<file path="config.mk">
export PLATFORM = sky130hd
export DESIGN_NAME = shape_bbox_tracker
export DESIGN_NICKNAME = d
export VERILOG_FILES = /design/src/rtl/shape_bbox_tracker.sv
export SDC_FILE = /design/constraint.sdc
export NUM_CORES = 1
export LEC_CHECK = 0
export CAP_MARGIN = 20
export CORE_ASPECT_RATIO = 0.6
export CORE_MARGIN = 2
export CORE_UTILIZATION = 40
export CTS_CLUSTER_SIZE = 30
export DETAILED_ROUTE_END_ITERATION = 6
export PLACE_DENSITY = 0.69
export SYNTH_ARGS = -nofsm -noshare
export SYNTH_HDL_FRONTEND = slang
export SYNTH_SLANG_ARGS = --single-unit
</file>
<file path="constraint.sdc">
create_clock -name VGA_CLK -period 2.74 [get_ports VGA_CLK]
set_input_delay 0.274 -clock VGA_CLK [delete_from_list [all_inputs] [get_ports VGA_CLK]]
set_output_delay 0.274 -clock VGA_CLK [all_outputs]
set_load 0.005 [all_outputs]
</file>
<file path="src/rtl/shape_bbox_tracker.sv">
// rtl/shape_bbox_tracker.sv - per-frame bounding box, area and coordinate sums of dark pixels
module shape_bbox_tracker #(
  parameter int WIDTH    = 640,
  parameter int HEIGHT   = 480,
  parameter int MIN_AREA = 16
) (
  input  logic        VGA_CLK,
  input  logic        reset_n,
  input  logic        iVGA_HS,
  input  logic        iVGA_VS,
  input  logic        iVGA_BLANK_N,
  input  logic        pix_dark,
  input  logic        freeze,
  output logic        bbox_valid,
  output logic        shape_found,
  output logic [12:0] min_x,
  output logic [12:0] max_x,
  output logic [12:0] min_y,
  output logic [12:0] max_y,
  output logic [18:0] area,
  output logic [31:0] sum_x,
  output logic [31:0] sum_y,
  output logic [15:0] frame_count
);

  localparam logic [12:0] WIDTH_L    = 13'(WIDTH);
  localparam logic [12:0] HEIGHT_L   = 13'(HEIGHT);
  localparam logic [18:0] MIN_AREA_L = 19'(MIN_AREA);

  typedef enum logic [1:0] {IDLE, ARMED, SCAN} state_t;

  state_t      state;
  logic [12:0] x_cnt, y_cnt;
  logic        blank_q;
  logic [12:0] acc_min_x, acc_max_x, acc_min_y, acc_max_y;
  logic [18:0] acc_area;
  logic [31:0] acc_sum_x, acc_sum_y;
  logic        hit;
  logic        unused_hs;

  // Horizontal sync carries no information beyond what BLANK_N already gives.
  assign unused_hs = iVGA_HS;

  assign hit = (state == SCAN) && iVGA_BLANK_N && pix_dark &&
               (x_cnt < WIDTH_L) && (y_cnt < HEIGHT_L);

  always_ff @(posedge VGA_CLK) begin
    if (!reset_n) begin
      state       <= IDLE;
      x_cnt       <= '0;
      y_cnt       <= '0;
      blank_q     <= 1'b0;
      acc_min_x   <= '1;
      acc_max_x   <= '0;
      acc_min_y   <= '1;
      acc_max_y   <= '0;
      acc_area    <= '0;
      acc_sum_x   <= '0;
      acc_sum_y   <= '0;
      bbox_valid  <= 1'b0;
      shape_found <= 1'b0;
      min_x       <= '0;
      max_x       <= '0;
      min_y       <= '0;
      max_y       <= '0;
      area        <= '0;
      sum_x       <= '0;
      sum_y       <= '0;
      frame_count <= '0;
    end else begin
      bbox_valid <= 1'b0;
      blank_q    <= iVGA_BLANK_N;

      if (!iVGA_BLANK_N)
        x_cnt <= '0;
      else if (x_cnt != '1)
        x_cnt <= x_cnt + 13'd1;

      if (blank_q && !iVGA_BLANK_N && (y_cnt != '1))
        y_cnt <= y_cnt + 13'd1;

      case (state)
        IDLE: begin
          if (!iVGA_VS) state <= ARMED;
        end

        ARMED: begin
          y_cnt     <= '0;
          acc_min_x <= '1;
          acc_max_x <= '0;
          acc_min_y <= '1;
          acc_max_y <= '0;
          acc_area  <= '0;
          acc_sum_x <= '0;
          acc_sum_y <= '0;
          if (iVGA_VS) state <= SCAN;
        end

        SCAN: begin
          if (!iVGA_VS) begin
            state <= ARMED;
            if (!freeze) begin
              bbox_valid  <= 1'b1;
              frame_count <= frame_count + 16'd1;
              shape_found <= (acc_area >= MIN_AREA_L);
              area        <= acc_area;
              // An empty frame reports zeros rather than the all-ones min seeds.
              if (acc_area == '0) begin
                min_x <= '0;
                max_x <= '0;
                min_y <= '0;
                max_y <= '0;
                sum_x <= '0;
                sum_y <= '0;
              end else begin
                min_x <= acc_min_x;
                max_x <= acc_max_x;
                min_y <= acc_min_y;
                max_y <= acc_max_y;
                sum_x <= acc_sum_x;
                sum_y <= acc_sum_y;
              end
            end
          end else if (hit) begin
            if (acc_area != '1) acc_area <= acc_area + 19'd1;
            acc_sum_x <= acc_sum_x + {19'd0, x_cnt};
            acc_sum_y <= acc_sum_y + {19'd0, y_cnt};
            if (x_cnt < acc_min_x) acc_min_x <= x_cnt;
            if (x_cnt > acc_max_x) acc_max_x <= x_cnt;
            if (y_cnt < acc_min_y) acc_min_y <= y_cnt;
            if (y_cnt > acc_max_y) acc_max_y <= y_cnt;
          end
        end

        default: state <= IDLE;
      endcase
    end
  end

endmodule
</file>
==> impl_metrics.json <==
{
  "floorplan.die_area_um2": 38400,
  "dpl_worst_slack_ns": 0.0323,
  "pin_count_of_the_biggest_net_entering_global_routing": 84,
  "vias": 13200,
  "post_synth_inst_count": 1716,
  "grt_antenna_before_repair": 0,
  "worstMarginPinSlew_ns": 0.730,
  "sequential_cell_area_fraction_in_the_yosys_report": 0.431,
  "diodes": 0,
  "critPathSlowestCell": "sky130_fd_sc_hd__dfxtp_1",
  "tritoncts.num_buffers": 31,
  "tritoncts": "done",
  "final_standard_cell_count_with_taps_included_and_fillers_excluded": 2376,
  "async_flop_share": 0,
  "path_buf_inv": 1,
  "first_global_vias": 12300,
  "critical_path_class": "register to register",
  "post_synth_fa_ha_maj_area_fraction": 0.0715,
  "static-leakage-power_uw": 0.00700,
  "hold_viol": 0,
  "cpLargestDelayFamily": "compound AO/OA/AOI/OAI gates",
  "drc": 0,
  "clk_pin_slew_ns": 0.08,
  "floorplan.die.height_um": 153,
  "synthesized_cell_area_um2": 14700,
  "rsz0062_at_grt": "no",
  "clk-insertion-delay-late_ns": 0.60,
  "post_drt_via_cell_ratio": 5.56,
  "synth_xor_xnor_area_share": 0.0351,
  "postCtsSetupBuffers": 0,
  "place.port_buffers": 158,
  "sequential_cell_area_um2": 6350,
  "fin_tns_setup_ns": 0,
  "worst_setup_path_end_kind": "register",
  "commonest_cells_after_routing_fill_and_taps_aside": "sky130_fd_sc_hd__dfxtp_1, sky130_fd_sc_hd__nor2_1, sky130_fd_sc_hd__clkdlybuf4s50_1",
  "fin_nets": 1965,
  "boundaryPins": 160,
  "worst-endpoint-required_ns": 3.18,
  "avgRoutedWirePerCell_um": 17.2,
  "final_period_minus_worst_setup_slack_ns": 2.59,
  "core_region_area_um2": 36300,
  "syn-num-nets": 1806,
  "finalCritPeriodShare": 0.947,
  "area.growth.synth_to_final_pct": 23.7,
  "clock-skew-final_ns": 0.0318,
  "cts-root-to-sink-buffers": 3,
  "synthDistinctLibCells": 63,
  "slew_viol_final": 0,
  "cts_num_sinks": 317,
  "root_buffer": "sky130_fd_sc_hd__clkbuf_16",
  "routed_wirelength_um": 40800,
  "hold_path.class": "primary input to register",
  "die_w_um": 252,
  "outcome": "completed",
  "critical-path-max-stage-delay_ns": 0.54,
  "setup_slack_ns": 0.145,
  "numPlacedInstances": 2318,
  "max_slew_margin": 0.513,
  "post-dp-hpwl_um": 28800,
  "synth_top_family_by_area": "simple AND/OR/NAND/NOR gates",
  "crit_arrival_ns": 3.04,
  "critical_path_source_type": "register",
  "timing.hold.ws_ns": 0.224,
  "multiInputGateArea_um2": 7700,
  "grt_first_pass_wirelength_um": 66600,
  "ys_seq_elements": 317,
  "fillCellCount": 3340,
  "drtIter0Drc": 904,
  "floorplan.initialDensity": 0.406,
  "ctsHtreeMaxLevel": 1,
  "complex_gate_fraction_of_the_synthesized_area": 0.185,
  "fmaxAchievable_ghz": 0.385,
  "placementRows": 54,
  "route.antenna.remaining_nets": 0,
  "cell_area_power_density_nw_per_um2": 525,
  "maxCapViolCount": 0,
  "final_common_cell": "sky130_fd_sc_hd__dfxtp_1",
  "post-route-util": 0.502,
  "syn_warnings": 0,
  "synth_flop_cell": "sky130_fd_sc_hd__dfxtp_1",
  "layout-drive-gt1-share": 0.0768,
  "overall_track_demand_over_capacity_in_global_routing": 0.210,
  "routabilityCongestion": 0.904,
  "grt.overflow.total": 0,
  "crit_path_max_fanout": 18,
  "worst_ir_drop_vdd_uv": 484,
  "firstDrtPassIters": 7,
  "avgSynthCellArea_um2": 8.58,
  "synth-edff-count": 0,
  "timing.final.setup_violations": 0,
  "yosys.area_share.simple": 0.208,
  "timing.critical_path.cells": "ha_1 > a2111oi_0 > o31a_1 > nor3_1 > o21ai_0 > buf_4 > or3_1 > a21oi_1",
  "synth.area.mux_share": 0.0217
}
[cell families after synthesis]
family / Yosys count
AO/OA/AOI/OAI: 406
XOR/XNOR: 59
adder cells (fa/ha/maj): 83
buffers and inverters: 181
flip-flops: 317
multiplexers: 32
AND/OR/NAND/NOR: 638
[worst paths after layout]
kind	start	cells past startpoint	slack [ns]	end
max	y_cnt[4]$_SDFFE_PP0P_	8	0.15	acc_sum_y[19]$_SDFFE_PN0P_
min	reset_n	2	0.22	acc_min_y[12]$_SDFFE_PN1P_
max reg2reg	y_cnt[4]$_SDFFE_PP0P_	8	0.15	acc_sum_y[19]$_SDFFE_PN0P_
min reg2reg	area[3]$_SDFFE_PN0P_	2	0.46	area[3]$_SDFFE_PN0P_
[final cells by class]
type	count	area share
multi-input combinational	1218	0.422
sequential	317	0.348
timing repair buffer	231	0.119
clock buffer	38	0.0457
tap	476	0.0327
inverter	76	0.0159
clock inverter	20	0.0158
[state kept, by name, indices dropped and copies added (netlist names), 16 cells and up]
signal	count
acc_area	19
acc_sum_x	32
sum_y	32
sum_x	32
area	19
acc_sum_y	32
frame_count	16
[through the flow]
| stage | power, µW | instance area, µm² |
|---|---|---|
| 3_5_place_dp | 4980 | 17100 |
| 6_report | 9580 | 18200 |
| 4_1_cts | 9680 | 18200 |
| 3_3_place_gp | 4980 | 17100 |
| 2_1_floorplan | 4880 | 14700 |
| 5_1_grt | 9890 | 18200 |
[layer usage]
metal / up-vias / wire [µm] / track usage
li1: 6485 / - / -
met1: 6274 / 19900 / 0.303
met2: 393 / 17300 / 0.319
met3: 52 / 2820 / 0.0487
met4: 0 / 753 / 0.0428
met5: - / 0 / 0
[power breakdown]
part / internal, µW / leakage, µW / switching (µW) / total (µW)
clock: 2750 / 0.000543 / 1950 / 4700
combinational: 68.8 / 0.00390 / 191 / 260
sequential: 4610 / 0.00255 / 7.23 / 4620
total: 7430 / 0.00700 / 2150 / 9580
[synth_stat cells (3+ instances only)]
cell type                  number  area (µm²)
sky130_fd_sc_hd__ha_1          81        1010
sky130_fd_sc_hd__or3_1         19         119
sky130_fd_sc_hd__o21a_1        11        82.6
sky130_fd_sc_hd__or4_1         21         158
sky130_fd_sc_hd__a41oi_1        3        26.3
sky130_fd_sc_hd__dfxtp_1      317        6350
sky130_fd_sc_hd__a21oi_1      106         531
sky130_fd_sc_hd__nor3_1        31         155
sky130_fd_sc_hd__o31ai_1       24         180
sky130_fd_sc_hd__nor4_1         7        43.8
sky130_fd_sc_hd__o31a_1         3        26.3
sky130_fd_sc_hd__xnor2_1       38         333
sky130_fd_sc_hd__nand3_1       91         455
sky130_fd_sc_hd__buf_1          4        15.0
sky130_fd_sc_hd__o211ai_1       8        60.1
sky130_fd_sc_hd__a22oi_1      117         878
sky130_fd_sc_hd__a211o_1        6        52.6
sky130_fd_sc_hd__o311ai_0       5        43.8
sky130_fd_sc_hd__and2_1         9        56.3
sky130_fd_sc_hd__buf_2         16        80.1
sky130_fd_sc_hd__o22a_1        10        87.6
sky130_fd_sc_hd__and4_1        12         105
sky130_fd_sc_hd__o21bai_1       3        22.5
sky130_fd_sc_hd__xor2_1        21         184
sky130_fd_sc_hd__a31oi_1        3        18.8
sky130_fd_sc_hd__mux2i_1       32         320
sky130_fd_sc_hd__a21o_1        23         173
sky130_fd_sc_hd__nand2b_1       8        50.1
sky130_fd_sc_hd__and3_1        27         169
sky130_fd_sc_hd__nor2_1       219         822
sky130_fd_sc_hd__inv_1         76         285
sky130_fd_sc_hd__o21ai_0       54         270
sky130_fd_sc_hd__nand2_1      138         518
sky130_fd_sc_hd__a211oi_1      13        97.6
sky130_fd_sc_hd__nor2b_1        9        56.3
sky130_fd_sc_hd__clkbuf_1      83         312
sky130_fd_sc_hd__nand4_1       35         219
[repair_timing]
action | in CTS | in global routing
setup endpoints to repair | 0 | 8
hold endpoints to repair | 0 | 0
gates resized for setup | 0 | 3
hold buffers | 0 | 0
[worst register-to-register path: cells and delay by family (launching register included)]
kind | cells | cell delay, ns
DFF | 1 | 0.54
buffers and inverters | 1 | 0.29
AOI/OAI and AO/OA | 4 | 1.06
and+or+nand+nor | 2 | 0.21
adders and majority gates | 1 | 0.36
Power figures use the tool's default switching activity.
